## config.mk

```make
export PLATFORM = sky130hd
export DESIGN_NAME = instruction_fetch
export DESIGN_NICKNAME = d
export VERILOG_FILES = /design/src/rtl/rv32_pkg.sv /design/src/rtl/instruction_fetch.sv
export SDC_FILE = /design/constraint.sdc
export NUM_CORES = 1
export LEC_CHECK = 0
export ABC_CLOCK_PERIOD_IN_PS = 2500
export CORE_UTILIZATION = 63
export DETAILED_ROUTE_END_ITERATION = 10
export DONT_BUFFER_PORTS = 1
export PLACE_DENSITY = 0.79
export SLEW_MARGIN = 20
export SYNTH_ARGS = -nofsm -noshare
export SYNTH_HDL_FRONTEND = slang
export SYNTH_SLANG_ARGS = --single-unit
```

## constraint.sdc

```tcl
create_clock -name clk -period 2.5 [get_ports clk]
set_input_delay 0 -clock clk [delete_from_list [all_inputs] [get_ports clk]]
set_output_delay 0 -clock clk [all_outputs]
set_load 0.02 [all_outputs]
```

## src/rtl/rv32_pkg.sv

```systemverilog
// Shared RV32I pipeline definitions.
// Holds the fetch FSM encoding and the basic machine widths.
package rv32_pkg;

    localparam int XLEN        = 32;
    localparam int INSTR_BYTES = 4;

    localparam logic [XLEN-1:0] DEFAULT_RESET_PC = 32'h0000_0000;

    typedef enum logic [1:0] {
        IDLE,
        RUN,
        FAULT
    } fetch_state_t;

endpackage

```

## src/rtl/instruction_fetch.sv

```systemverilog
// IF stage: owns the PC, drives instruction memory and holds one
// registered fetch slot handed to decode over valid/ready.
module instruction_fetch
    import rv32_pkg::*;
#(
    parameter logic [XLEN-1:0] RESET_PC = DEFAULT_RESET_PC
) (
    input  logic            clk,
    input  logic            reset_n,
    input  logic            fetch_en,
    output logic [XLEN-1:0] imem_addr,
    input  logic [XLEN-1:0] imem_rd_instr,
    input  logic            redirect_valid,
    input  logic [XLEN-1:0] redirect_pc,
    output logic            out_valid,
    input  logic            out_ready,
    output logic [XLEN-1:0] out_instr,
    output logic [XLEN-1:0] out_pc,
    output logic [XLEN-1:0] out_pc_plus4,
    output logic            fault,
    output logic [XLEN-1:0] fault_pc,
    output logic [XLEN-1:0] fetch_count
);

    localparam logic [XLEN-1:0] STEP = XLEN'(INSTR_BYTES);

    fetch_state_t    state;
    fetch_state_t    state_nxt;
    logic [XLEN-1:0] pc;

    logic accept;
    logic redir_ok;
    logic redir_bad;
    logic do_load;

    always_ff @(posedge clk or negedge reset_n) begin
        if (!reset_n) begin
            state <= IDLE;
        end else begin
            state <= state_nxt;
        end
    end

    // A redirect seen in IDLE retargets the PC but does not start fetching.
    always_comb begin
        state_nxt = state;
        unique case (state)
            IDLE: begin
                if (redir_bad) begin
                    state_nxt = FAULT;
                end else if (!redirect_valid && fetch_en) begin
                    state_nxt = RUN;
                end
            end
            RUN: begin
                if (redir_bad) begin
                    state_nxt = FAULT;
                end else if (!fetch_en) begin
                    state_nxt = IDLE;
                end
            end
            FAULT: state_nxt = FAULT;
            default: state_nxt = IDLE;
        endcase
    end

    always_comb begin
        accept    = out_valid & out_ready;
        redir_ok  = 1'b0;
        redir_bad = 1'b0;
        do_load   = 1'b0;
        if (state != FAULT) begin
            if (redirect_valid) begin
                redir_ok  = (redirect_pc[1:0] == 2'b00);
                redir_bad = (redirect_pc[1:0] != 2'b00);
            end else if (fetch_en && (!out_valid || out_ready)) begin
                do_load = 1'b1;
            end
        end
    end

    always_ff @(posedge clk or negedge reset_n) begin
        if (!reset_n) begin
            pc        <= RESET_PC;
            out_valid <= 1'b0;
            out_instr <= '0;
            out_pc    <= '0;
            fault     <= 1'b0;
            fault_pc  <= '0;
        end else begin
            if (redir_bad) begin
                fault     <= 1'b1;
                fault_pc  <= redirect_pc;
                out_valid <= 1'b0;
            end else if (redir_ok) begin
                pc        <= redirect_pc;
                out_valid <= 1'b0;
            end else if (do_load) begin
                out_instr <= imem_rd_instr;
                out_pc    <= pc;
                pc        <= pc + STEP;
                out_valid <= 1'b1;
            end else if (accept) begin
                out_valid <= 1'b0;
            end
        end
    end

    // The handshake still counts on the edge that takes a redirect.
    always_ff @(posedge clk or negedge reset_n) begin
        if (!reset_n) begin
            fetch_count <= '0;
        end else if (accept && state != FAULT) begin
            fetch_count <= fetch_count + 1'b1;
        end
    end

    assign imem_addr    = pc;
    assign out_pc_plus4 = out_pc + STEP;

endmodule

```

==> results of run 1 <==
power by group:
| group | total [µW] | internal, µW | switching (µW) |
|---|---|---|---|
| Clock | 2440 | 1390 | 1040 |
| Sequential | 5780 | 3650 | 2120 |
| Combinational | 3350 | 1410 | 1940 |
| Total | 11600 | 6460 | 5110 |
state kept, by name, summed over array words and instances (netlist names):
signal	flops
fault_pc	32
fetch_count	32
imem_addr	32
out_instr	32
out_pc	32
state	2
fault	1
out_valid	1
cell usage in the layout (no fill, tap or decap), types with 4 or more instances in the layout:
master           n
nand2_1        241
dfrtp_1        152
dlygate4sd3_1   73
xnor2_1         54
buf_4           50
nor2_1          35
mux2_2          30
nand3_1         29
o21ai_0         22
nand4_1         21
xor2_1          17
clkbuf_16       17
nor3_1          12
dfrtp_2         12
nor4_1          11
inv_1           11
and3_1          11
a21oi_1          8
and2_1           8
or4_1            7
nand2b_1         7
a31oi_1          5
and4_1           5
o31ai_1          4
clkinv_2         4
routing by layer:
layer	part of all wire, %	up-vias	GRT usage, %
li1	-	2830	-
met1	37	3089	39.8
met2	51	382	59.7
met3	9.8	48	10.8
met4	2.6	0	15.5
met5	0	-	0
cell families (layout without fill, tap and decap cells):
kind of cell	after synthesis	count (layout)
fa+ha+maj	3	3
flops	164	164
xor+xnor	71	71
simple gates	408	408
other cells	0	2
compound gates	53	53
buf+inv	43	167
mux	32	32
worst paths after layout:
check                                     from                to  slack [ps]  cells past startpoint
worst min-delay path                   reset_n      fault_pc[18]        -730                      0
max in group asynchronous              reset_n    fetch_count[4]        3010                      0
worst min register to register        state[1]          state[1]         520                      1
worst max register to register        state[0]       fault_pc[1]         170                      7
min in group clk                redirect_pc[0]      fault_pc[31]         -20                      3
worst max-delay path                out_pc[16]  out_pc_plus4[29]         100                      6
worst max-delay path, stage by stage (launching register included):
cell     delay, ps
dfrtp_1        530
and4_1         320
and2_0         300
and2_1         270
nand4_1        150
xnor2_1        220
buf_4          180
cell type report:
cell class              count  area share, %
inverters                  11          0.444
diodes                      2         0.0538
clock buffers              20           4.80
flip-flops and latches    164           44.3
repair buffers            124           12.2
well taps                 143           1.92
multi-input cells         567           35.1
clock inverters            12           1.16
timing repair:
item | in CTS | in global routing
resized for setup | 7 | 9
endpoints found under the setup margin | 3 | 4
hold buffers | 71 | 2
hold endpoints to repair | 262 | 165
setup buffers | 0 | 0
pin swaps | 0 | 0
metrics by stage:
step,util (%),instances,setup WS [ps]
3_5_place_dp,69.0,935,318
5_1_grt,80.7,1043,-42.1
3_3_place_gp,69.0,935,360
4_1_cts,80.1,1038,31.1
2_1_floorplan,-,774,232
6_report,80.7,1043,99.0
==> summary.md, run 1 <==
| Metric | Value |
|---|---|
| Worst VDD drop | `0.742 mV` |
| Mapped cell area | `0.00752 mm²` |
| Die area | `about 0.012 mm²` |
| Antenna Nets Post-Route | `0` |
| Crit start category | `flip-flop` |
| NumNets Final | `around 960` |
| Multiplexer share of the synthesized area | `4.76%` |
| Setup violators final | `0` |
| PwrDens | `around 1200 mW/mm²` |
| Post-synthesis xor/xnor area fraction | `between 8 and 9%` |
| Simple-gate share of the synthesized area | `25.1%` |
| Vias per std cell | `around 6.1` |
| Multi-input logic area | `between 0.003 and 0.004 mm²` |
| Row count | `39` |
| Root buffer cell | `clkbuf_16` |
| Initial antenna violation count | `2` |
| CP endpoint kind | `output port` |
| Primary FF master, synth | `dfrtp_1` |
| Final setup TNS | `0 ps` |
| Residual DRC | `36` |
| Status | `complete, but fails checks` |
| First-pass GRT wire length | `33300 µm` |
| Final hold vios | `166` |
| Clk_lat worst skew | `420 ps` |
| Syn Area/Cell | `9.71 µm²` |
| YS warnings | `0` |
| Max_slew headroom | `57.8%` |
| Leakage | `0.00424 µW` |
| Crit Path Max Fanout | `6` |
| Failing checks | `DRC, hold timing` |
| Tot Pwr | `around 12000 µW` |
| CP Class | `reg -> out` |
| Clock Sinks | `between 150 and 200` |
| CTS Buf Count | `17` |
| Cells after Synth | `774` |
| Vias in the first global route | `between 6000 and 7000` |
| WHS | `-730 ps` |
| 1st-iter DRT viols | `451` |
| Synth Area in Compound Gates | `around 4.4%` |
| Sequential-to-total area share from yosys stat | `54.6%` |
| Final HPWL DP | `13200 µm` |
| Fillers | `661` |
| Highest Clock Rate | `417 MHz` |
| Top cell type's share of synthesized area | `54.6%` |
| Commonest cells in the synthesized netlist | `241 x nand2_1, 164 x dfrtp_1, 54 x xnor2_1` |
| Max_cap viols | `0` |
| Combinational family with the most area after synthesis | `simple AND/OR/NAND/NOR gates` |
| Post-synth EDFFs | `0` |
| Routed Wire Length | `20600 µm` |
| Arrival time at the worst endpoint | `2400 ps` |
| Max Buffers Root-to-Sink | `2` |
| Port bufs | `0` |
| GPL Wtd Cong | `0.875` |
| Via Count | `6349` |
| Final worst path period need | `2400 ps` |
| Max Slew Vio Count | `0` |
| Synth top area cells | `dfrtp_1 55%, nand2_1 12%, xnor2_1 6.3%, mux2_2 4.5%, nand3_1 2.0%` |
| HP Class | `in -> async` |
| Worst Skew | `9.11 ps` |
| Area of placed instances | `a little under 0.008 mm²` |
| Cell taking the most area after synthesis | `dfrtp_1` |
| Clock transition at path regs | `60 ps` |
| Reg area | `between 0.004 and 0.005 mm²` |
| I/O pin count | `263` |
| Tightest Pin Transition | `631 ps` |
| Count leader, synth | `nand2_1` |
| TritonCTS clock tree | `done` |
| DR WL/cell | `19.7 µm` |
| Initial Util | `between 60% and 70%` |
| Async SR Flop Fraction | `100%` |
| Crit share post-route | `96.0%` |
| RSZ-0062 raised after global routing | `true` |
| Post-route cell area | `approximately 0.0093 mm²` |
| Total gr overflow | `0` |
| Total track usage | `a little over a third` |
| Syn_nets | `846` |
| TritonRoute pass-1 iters | `8` |
| CTS H-tree lvls | `4` |
| Worst endpoint required time | `2500 ps` |
| Die Y | `111 µm` |
| Cell variety after synth | `53` |
| #FFs+latches synth | `164` |
| Area Overhead vs Synth | `23.7%` |
| Share of cells above drive strength 1 | `roughly 15%` |
| Largest net degree at the start of global routing | `165` |
| Die X | `about 110 µm` |
| Adder-cell share of the synthesized area | `less than 1%` |
| Core footprint | `0.0115 mm²` |
(Power assumes the default switching activity.)
==> run 2: changes to the inputs <==
- CORE_ASPECT_RATIO: not set -> 1.2
- CORE_UTILIZATION: 63 -> 66
- CTS_BUF_LIST: not set -> sky130_fd_sc_hd__clkbuf_4
- PLACE_DENSITY: 0.79 -> 0.82
==> run 2 against run 1 <==
Compared with the run above:
- the flow finishes with violations (hold timing)
- routed wire length increased by 1.8%
- design area decreased by 1.7%
- largest power group unchanged
- largest cell class unchanged
- critical endpoint is now out_pc_plus4[31]
- critical path type unchanged
- combinational power about the same
==> summary.md, run 2 (synthesized netlist as in run 1, its figures left out) <==
| Metric | Value |
|---|---|
| Clock power frac | `16.0% (-5.1 points)` |
| First-pass GRT wire length | `33300 µm (about the same)` |
| Worst endpoint required time | `2500 ps (about the same)` |
| Vias per std cell | `6.21 (+2.0%)` |
| CP Class | `reg -> out` |
| Flop-to-flop setup slack | `160 ps (about the same)` |
| Post-route cell area | `0.00914 mm² (-1.7%)` |
| NumNets Final | `955 (-0.21%)` |
| Int Pwr | `5890 µW (-8.8%)` |
| Highest Clock Rate | `422 MHz (+1.3%)` |
| Die Y | `119 µm (+6.9%)` |
| Arrival time at the worst endpoint | `2370 ps (-30 ps)` |
| DR WL/cell | `20.3 µm (+3.1%)` |
| Hold_buf cts | `74 (+4.2%)` |
| Final setup TNS | `0 ps (unchanged)` |
| Worst Skew | `13.7 ps (+4.54 ps)` |
| I/O pin count | `263 (unchanged)` |
| WHS | `-872 ps (-142 ps)` |
| Max Slew Vio Count | `0 (unchanged)` |
| Port bufs | `0 (unchanged)` |
| Max_slew headroom | `53.7% (-4.1 points)` |
| Clock Sinks | `164 (unchanged)` |
| GPL Wtd Cong | `0.855 (-2.3%)` |
| HP Class | `in -> async` |
| Max Buffers Root-to-Sink | `2 (unchanged)` |
| Row count | `42 (+7.7%)` |
| Flop pwr share | `53.4% (+3.5 points)` |
| 1st-iter DRT viols | `460 (+2.0%)` |
| Sw Ratio | `46.2% (+2.0 points)` |
| Residual DRC | `0 (-100%)` |
| Root buffer cell | `clkbuf_4` |
| Crit Path Max Fanout | `6 (unchanged)` |
| Die area | `0.0118 mm² (-4.5%)` |
| Initial Util | `68.1% (+2.8 points)` |
| Die X | `99.4 µm (-11%)` |
| Final HPWL DP | `13500 µm (+1.6%)` |
| Crit start category | `flip-flop` |
| Fillers | `598 (-9.5%)` |
| Via Count | `6392 (+0.68%)` |
| Worst r2r src | `fetch_count[3]` |
| Total track usage | `36.7% (+1.9 points)` |
| Crit Reg-Reg Endpoint | `fetch_count[26]` |
| Tightest Pin Transition | `691 ps (+60.5 ps)` |
| Max_cap viols | `0 (unchanged)` |
| Crit share post-route | `94.8% (-1.3 points)` |
| CP endpoint kind | `output port` |
| Antenna Nets Post-Route | `0 (unchanged)` |
| Routed Wire Length | `20900 µm (+1.8%)` |
| Largest net degree at the start of global routing | `165 (unchanged)` |
| Reg2Reg Depth | `5 (-2)` |
| Initial antenna violation count | `1 (-1)` |
| Failing checks | `hold timing` |
| Commonest non-fill, non-tap cell in the layout | `nand2_1` |
| Start point of the critical path | `out_pc[4]` |
| PwrDens | `1200 mW/mm² (-3.8%)` |
| Worst VDD drop | `0.786 mV (+6.0%)` |
| CTS H-tree lvls | `4 (unchanged)` |
| CTS Buf Count | `17 (unchanged)` |
| Area Overhead vs Synth | `21.6%` |
| Final worst path period need | `2370 ps (-31.4 ps)` |
| NetSw | `5050 µW (-1.2%)` |
| Leakage | `0.00417 µW (-1.7%)` |
| Share of cells above drive strength 1 | `15.6% (+0.48 points)` |
| Vias in the first global route | `6539 (+0.43%)` |
| Total gr overflow | `0 (unchanged)` |
| Clock transition at path regs | `130 ps (+70 ps)` |
| Area of placed instances | `0.00798 mm² (+0.43%)` |
| Clk_lat worst skew | `540 ps (+120 ps)` |
| Status | `complete, but fails checks` |
| Setup violators final | `0 (unchanged)` |
| Core footprint | `0.0110 mm² (-4.2%)` |
| Most frequent cells in the layout | `241 x nand2_1, 149 x dfrtp_1, 74 x dlygate4sd3_1, 54 x xnor2_1, 42 x buf_4` |
| TritonRoute pass-1 iters | `5 (-3)` |
| Final hold vios | `164 (-1.2%)` |
| TritonCTS clock tree | `done` |
| Gate power share | `30.6% (+1.6 points)` |
| Tot Pwr | `10900 µW (-5.4%)` |
## run 2: cell count changes in the layout (fill, tap and decap cells not counted), moves of 3 or more
cell,before,now
dfrtp_2,12,15
clkinv_2,4,1
clkbuf_4,0,19
buf_4,50,42
clkbuf_16,17,0
dfrtp_1,152,149
bufinv_16,1,4
buf_12,0,4
## run 2: stage by stage
step	setup WS (ps)	cells	utilization [%]
3_3_place_gp	339	920	72.1
2_1_floorplan	232	774	-
3_5_place_dp	270	921	72.3
5_1_grt	-0.388	1029	82.8
6_report	130	1029	82.8
4_1_cts	1.34	1028	82.5
## run 2: what timing repair did
item,in CTS,in global routing
pin swaps,0,2
resized for setup,19,10
endpoints found under the setup margin,18,12
buffers inserted,1,0
hold endpoints to repair,277,164
## run 2: critical path: stages (launching register included)
cell,delay [ps]
dfrtp_2,520
and4_4,300
nor4b_4,290
and2_2,260
nand3_1,110
xnor2_1,190
buf_4,170
## run 2: layout make-up
| type | count | area, µm² | area share [%] |
|---|---|---|---|
| timing repair buffer | 122 | 1170 | 12.9 |
| tap | 132 | 165 | 1.81 |
| clock inverter | 13 | 183 | 2.00 |
| inverter | 11 | 41.3 | 0.452 |
| clock buffer | 19 | 143 | 1.56 |
| antenna | 1 | 2.50 | 0.0274 |
| sequential | 164 | 4120 | 45.1 |
| multi-input combinational | 567 | 3310 | 36.2 |
## run 2: per-layer routing
metal	track usage, %	routed length, µm	up-vias
li1	-	-	2830
met1	43.1	7600	3114
met2	63.0	10700	398
met3	12.0	2200	50
met4	12.5	443	0
met5	0	0	-
## run 2: power groups by stage
stage	clock network [µW]	logic [µW]	registers (µW)
floorplan	0	1950	5720
global placement	0	2930	5730
detailed placement	0	3090	5780
CTS	1770	3260	5770
global route	1860	3640	5960
finish	1750	3340	5840
## run 2: worst max-delay path by stage
| stage | to | slack [ps] |
|---|---|---|
| detailed placement | out_pc_plus4[31] | 270 |
| global route | out_pc_plus4[31] | -0.4 |
| CTS | out_pc_plus4[31] | 1 |
| global placement | imem_addr[29] | 340 |
| finish | out_pc_plus4[31] | 130 |
| floorplan | imem_addr[29] | 230 |
==> run 3: changes to the inputs <==
- CORE_MARGIN: not set -> 8
==> run 3 against run 2 <==
Compared with the run above:
- the run still ends with hold timing left
- die area rose by 28%
- clock skew rose by 16 ps
- sequential power fell by 0.9%
- highest routed layer unchanged
- hold slack improved by 4.6 ps
- via count increased by 0.86%
- total power decreased by 1.8%
- critical endpoint is now out_pc_plus4[28]
- global-route usage fell by 6.1 points
- critical path type unchanged
- first-iteration DRC count shrank 30%
- register-to-register slack got worse by 50 ps
- count of clock-buffer cells in the layout unchanged
==> summary.md, run 3 (synthesized netlist as in run 1, its figures left out) <==
| Metric | Value |
|---|---|
| Worst path bufs/invs | `2 (+1)` |
| CP Class | `reg -> out` |
| Slowest stage delay, CP | `520 ps (about the same)` |
| Reg area | `0.00412 mm² (about the same)` |
| Failing checks | `hold timing` |
| Routed Wire Length | `22900 µm (+9.5%)` |
| Residual DRC | `0 (unchanged)` |
| TritonCTS clock tree | `done` |
| Tightest Pin Transition | `636 ps (-55.5 ps)` |
| Hold_buf cts | `73 (-1.4%)` |
| Flop pwr share | `53.9% (+0.5 points)` |
| Final Non-Filler Cells | `1057 (+2.7%)` |
| Max_cap viols | `0 (unchanged)` |
| Max Buffers Root-to-Sink | `2 (unchanged)` |
| Slowest-stage cell, CP | `dfrtp_2` |
| Clock power frac | `13.0% (-3.0 points)` |
| WHS | `-868 ps (+4.58 ps)` |
| Antenna Nets Post-Route | `0 (unchanged)` |
| DR WL/cell | `21.7 µm (+6.6%)` |
| Initial Util | `67.8% (-0.32 points)` |
| RSZ-0062 raised after global routing | `false` |
| Final HPWL DP | `15200 µm (+13%)` |
| Vias per std cell | `6.10 (-1.8%)` |
| Largest net degree at the start of global routing | `165 (unchanged)` |
| GPL Wtd Cong | `0.906 (+5.9%)` |
| HP Class | `in -> async` |
| Crit start category | `flip-flop` |
| Root buffer cell | `clkbuf_4` |
| Arrival time at the worst endpoint | `2390 ps (+20 ps)` |
| Flop-to-flop setup slack | `110 ps (-50 ps)` |
| CTS Buf Count | `17 (unchanged)` |
| Area of placed instances | `0.00800 mm² (+0.25%)` |
| Share of cells above drive strength 1 | `16.1% (+0.45 points)` |
| Most frequent cells in the layout | `241 x nand2_1, 151 x dfrtp_1, 73 x dlygate4sd3_1, 54 x xnor2_1, 52 x buf_4` |
| Die Y | `133 µm (+12%)` |
| PwrDens | `1180 mW/mm² (-1.2%)` |
| Initial antenna violation count | `1 (unchanged)` |
| Vias in the first global route | `6643 (+1.6%)` |
| Final setup TNS | `0 ps (unchanged)` |
| Crit Path Max Fanout | `8 (+2)` |
| Status | `complete, but fails checks` |
| First-pass GRT wire length | `36300 µm (+9.2%)` |
| Highest Clock Rate | `418 MHz (-1.0%)` |
| Clk_lat worst skew | `550 ps (about the same)` |
| TritonRoute pass-1 iters | `5 (unchanged)` |
| Worst VDD drop | `0.753 mV (-4.2%)` |
| Leakage | `0.00413 µW (-0.92%)` |
| Die area | `0.0151 mm² (+28%)` |
| Critical Path Most Common Cell | `buf_4` |
| CP endpoint kind | `output port` |
| Final Core Density | `81.9% (-0.91 points)` |
| Area Overhead vs Synth | `20.8%` |
| Core footprint | `0.0111 mm² (+0.48%)` |
| Port bufs | `0 (unchanged)` |
| Worst r2r src | `state[0]` |
| Fillers | `604 (+1.0%)` |
| Row count | `42 (unchanged)` |
| Via Count | `6447 (+0.86%)` |
| Final hold vios | `164 (unchanged)` |
| Reg2Reg Depth | `7 (+2)` |
| Max_slew headroom | `57.5% (+3.8 points)` |
| Total track usage | `30.5% (-6.1 points)` |
| Worst endpoint required time | `2500 ps (about the same)` |
| Final worst path period need | `2390 ps (+23.8 ps)` |
| NumNets Final | `961 (+0.63%)` |
| Commonest non-fill, non-tap cell in the layout | `nand2_1` |
| Post-route cell area | `0.00908 mm² (-0.63%)` |
| 1st-iter DRT viols | `323 (-30%)` |
| CP Cell Sequence | `ha_4 > nand3_4 > nor4_2 > buf_4 > and4_1 > xor2_1 > buf_4` |
| Clock transition at path regs | `150 ps (+20 ps)` |
| Gate power share | `33.1% (+2.5 points)` |
| Cell family with most CP delay | `simple AND/OR/NAND/NOR gates` |
| Sw Ratio | `48.4% (+2.2 points)` |
| I/O pin count | `263 (unchanged)` |
| Crit Reg-Reg Endpoint | `fault_pc[0]` |
| NetSw | `5200 µW (+2.9%)` |
| Multi-input logic area | `0.00329 mm² (-0.45%)` |
| Die X | `113 µm (+14%)` |
| Clock Sinks | `164 (unchanged)` |
| Crit share post-route | `95.7% (+0.95 points)` |
| Setup violators final | `0 (unchanged)` |
| CTS H-tree lvls | `4 (unchanged)` |
| Max Slew Vio Count | `0 (unchanged)` |
| Placed insts | `948 (+2.9%)` |
| Worst Skew | `30.1 ps (+16.4 ps)` |
| Total gr overflow | `0 (unchanged)` |
| Int Pwr | `5540 µW (-5.8%)` |
## run 3: worst max path at each step
| stage | end | slack, ps | depth (start not counted) | startpoint |
|---|---|---|---|---|
| 6_report | out_pc_plus4[28] | 110 | 7 | out_pc[3] |
| 5_1_grt | out_pc_plus4[28] | 1 | 7 | out_pc[3] |
| 4_1_cts | out_pc_plus4[29] | 20 | 6 | out_pc[5] |
| 3_5_place_dp | out_pc_plus4[29] | 280 | 6 | out_pc[4] |
| 3_3_place_gp | out_pc_plus4[29] | 340 | 6 | out_pc[4] |
| 2_1_floorplan | imem_addr[29] | 230 | 6 | imem_addr[16] |
## run 3: stage by stage
step / setup slack (ps) / power [µW]
after floorplan: 232 / 7660
after global placement: 338 / 8810
after detailed placement: 285 / 9040
after CTS: 21.3 / 10600
after global routing: 1.44 / 11300
final: 107 / 10700
## run 3: metal layers
| metal | up-vias | share of wire [%] | GRT usage [%] |
|---|---|---|---|
| met5 | - | 0 | 0 |
| met4 | 0 | 2.3 | 10.2 |
| met3 | 57 | 12 | 13.0 |
| met2 | 369 | 51 | 52.0 |
| met1 | 3180 | 35 | 33.4 |
| li1 | 2841 | - | - |
## run 3: layout make-up
cell class | instances | share of cell area [%]
flip-flops and latches | 164 | 45.4
multi-input cells | 567 | 36.2
repair buffers | 128 | 13.1
well taps | 154 | 2.12
clock buffers | 19 | 1.57
clock inverters | 13 | 1.12
inverters | 11 | 0.455
diodes | 1 | 0.0276
## run 3: repair_timing
| item | 4_1_cts | 5_1_grt |
|---|---|---|
| setup endpoints to repair | 18 | 7 |
| gates resized for setup | 18 | 6 |
| endpoints found under the hold margin | 280 | 164 |
| buffers inserted | 2 | 0 |
| pin swaps | 0 | 1 |
## run 3: power by group through the flow
stage	clock network, µW	logic, µW	registers, µW
after floorplan	0	1950	5720
after global placement	0	3100	5710
after detailed placement	0	3280	5760
after CTS	1410	3420	5750
after global routing	1500	3840	5930
final	1400	3560	5790
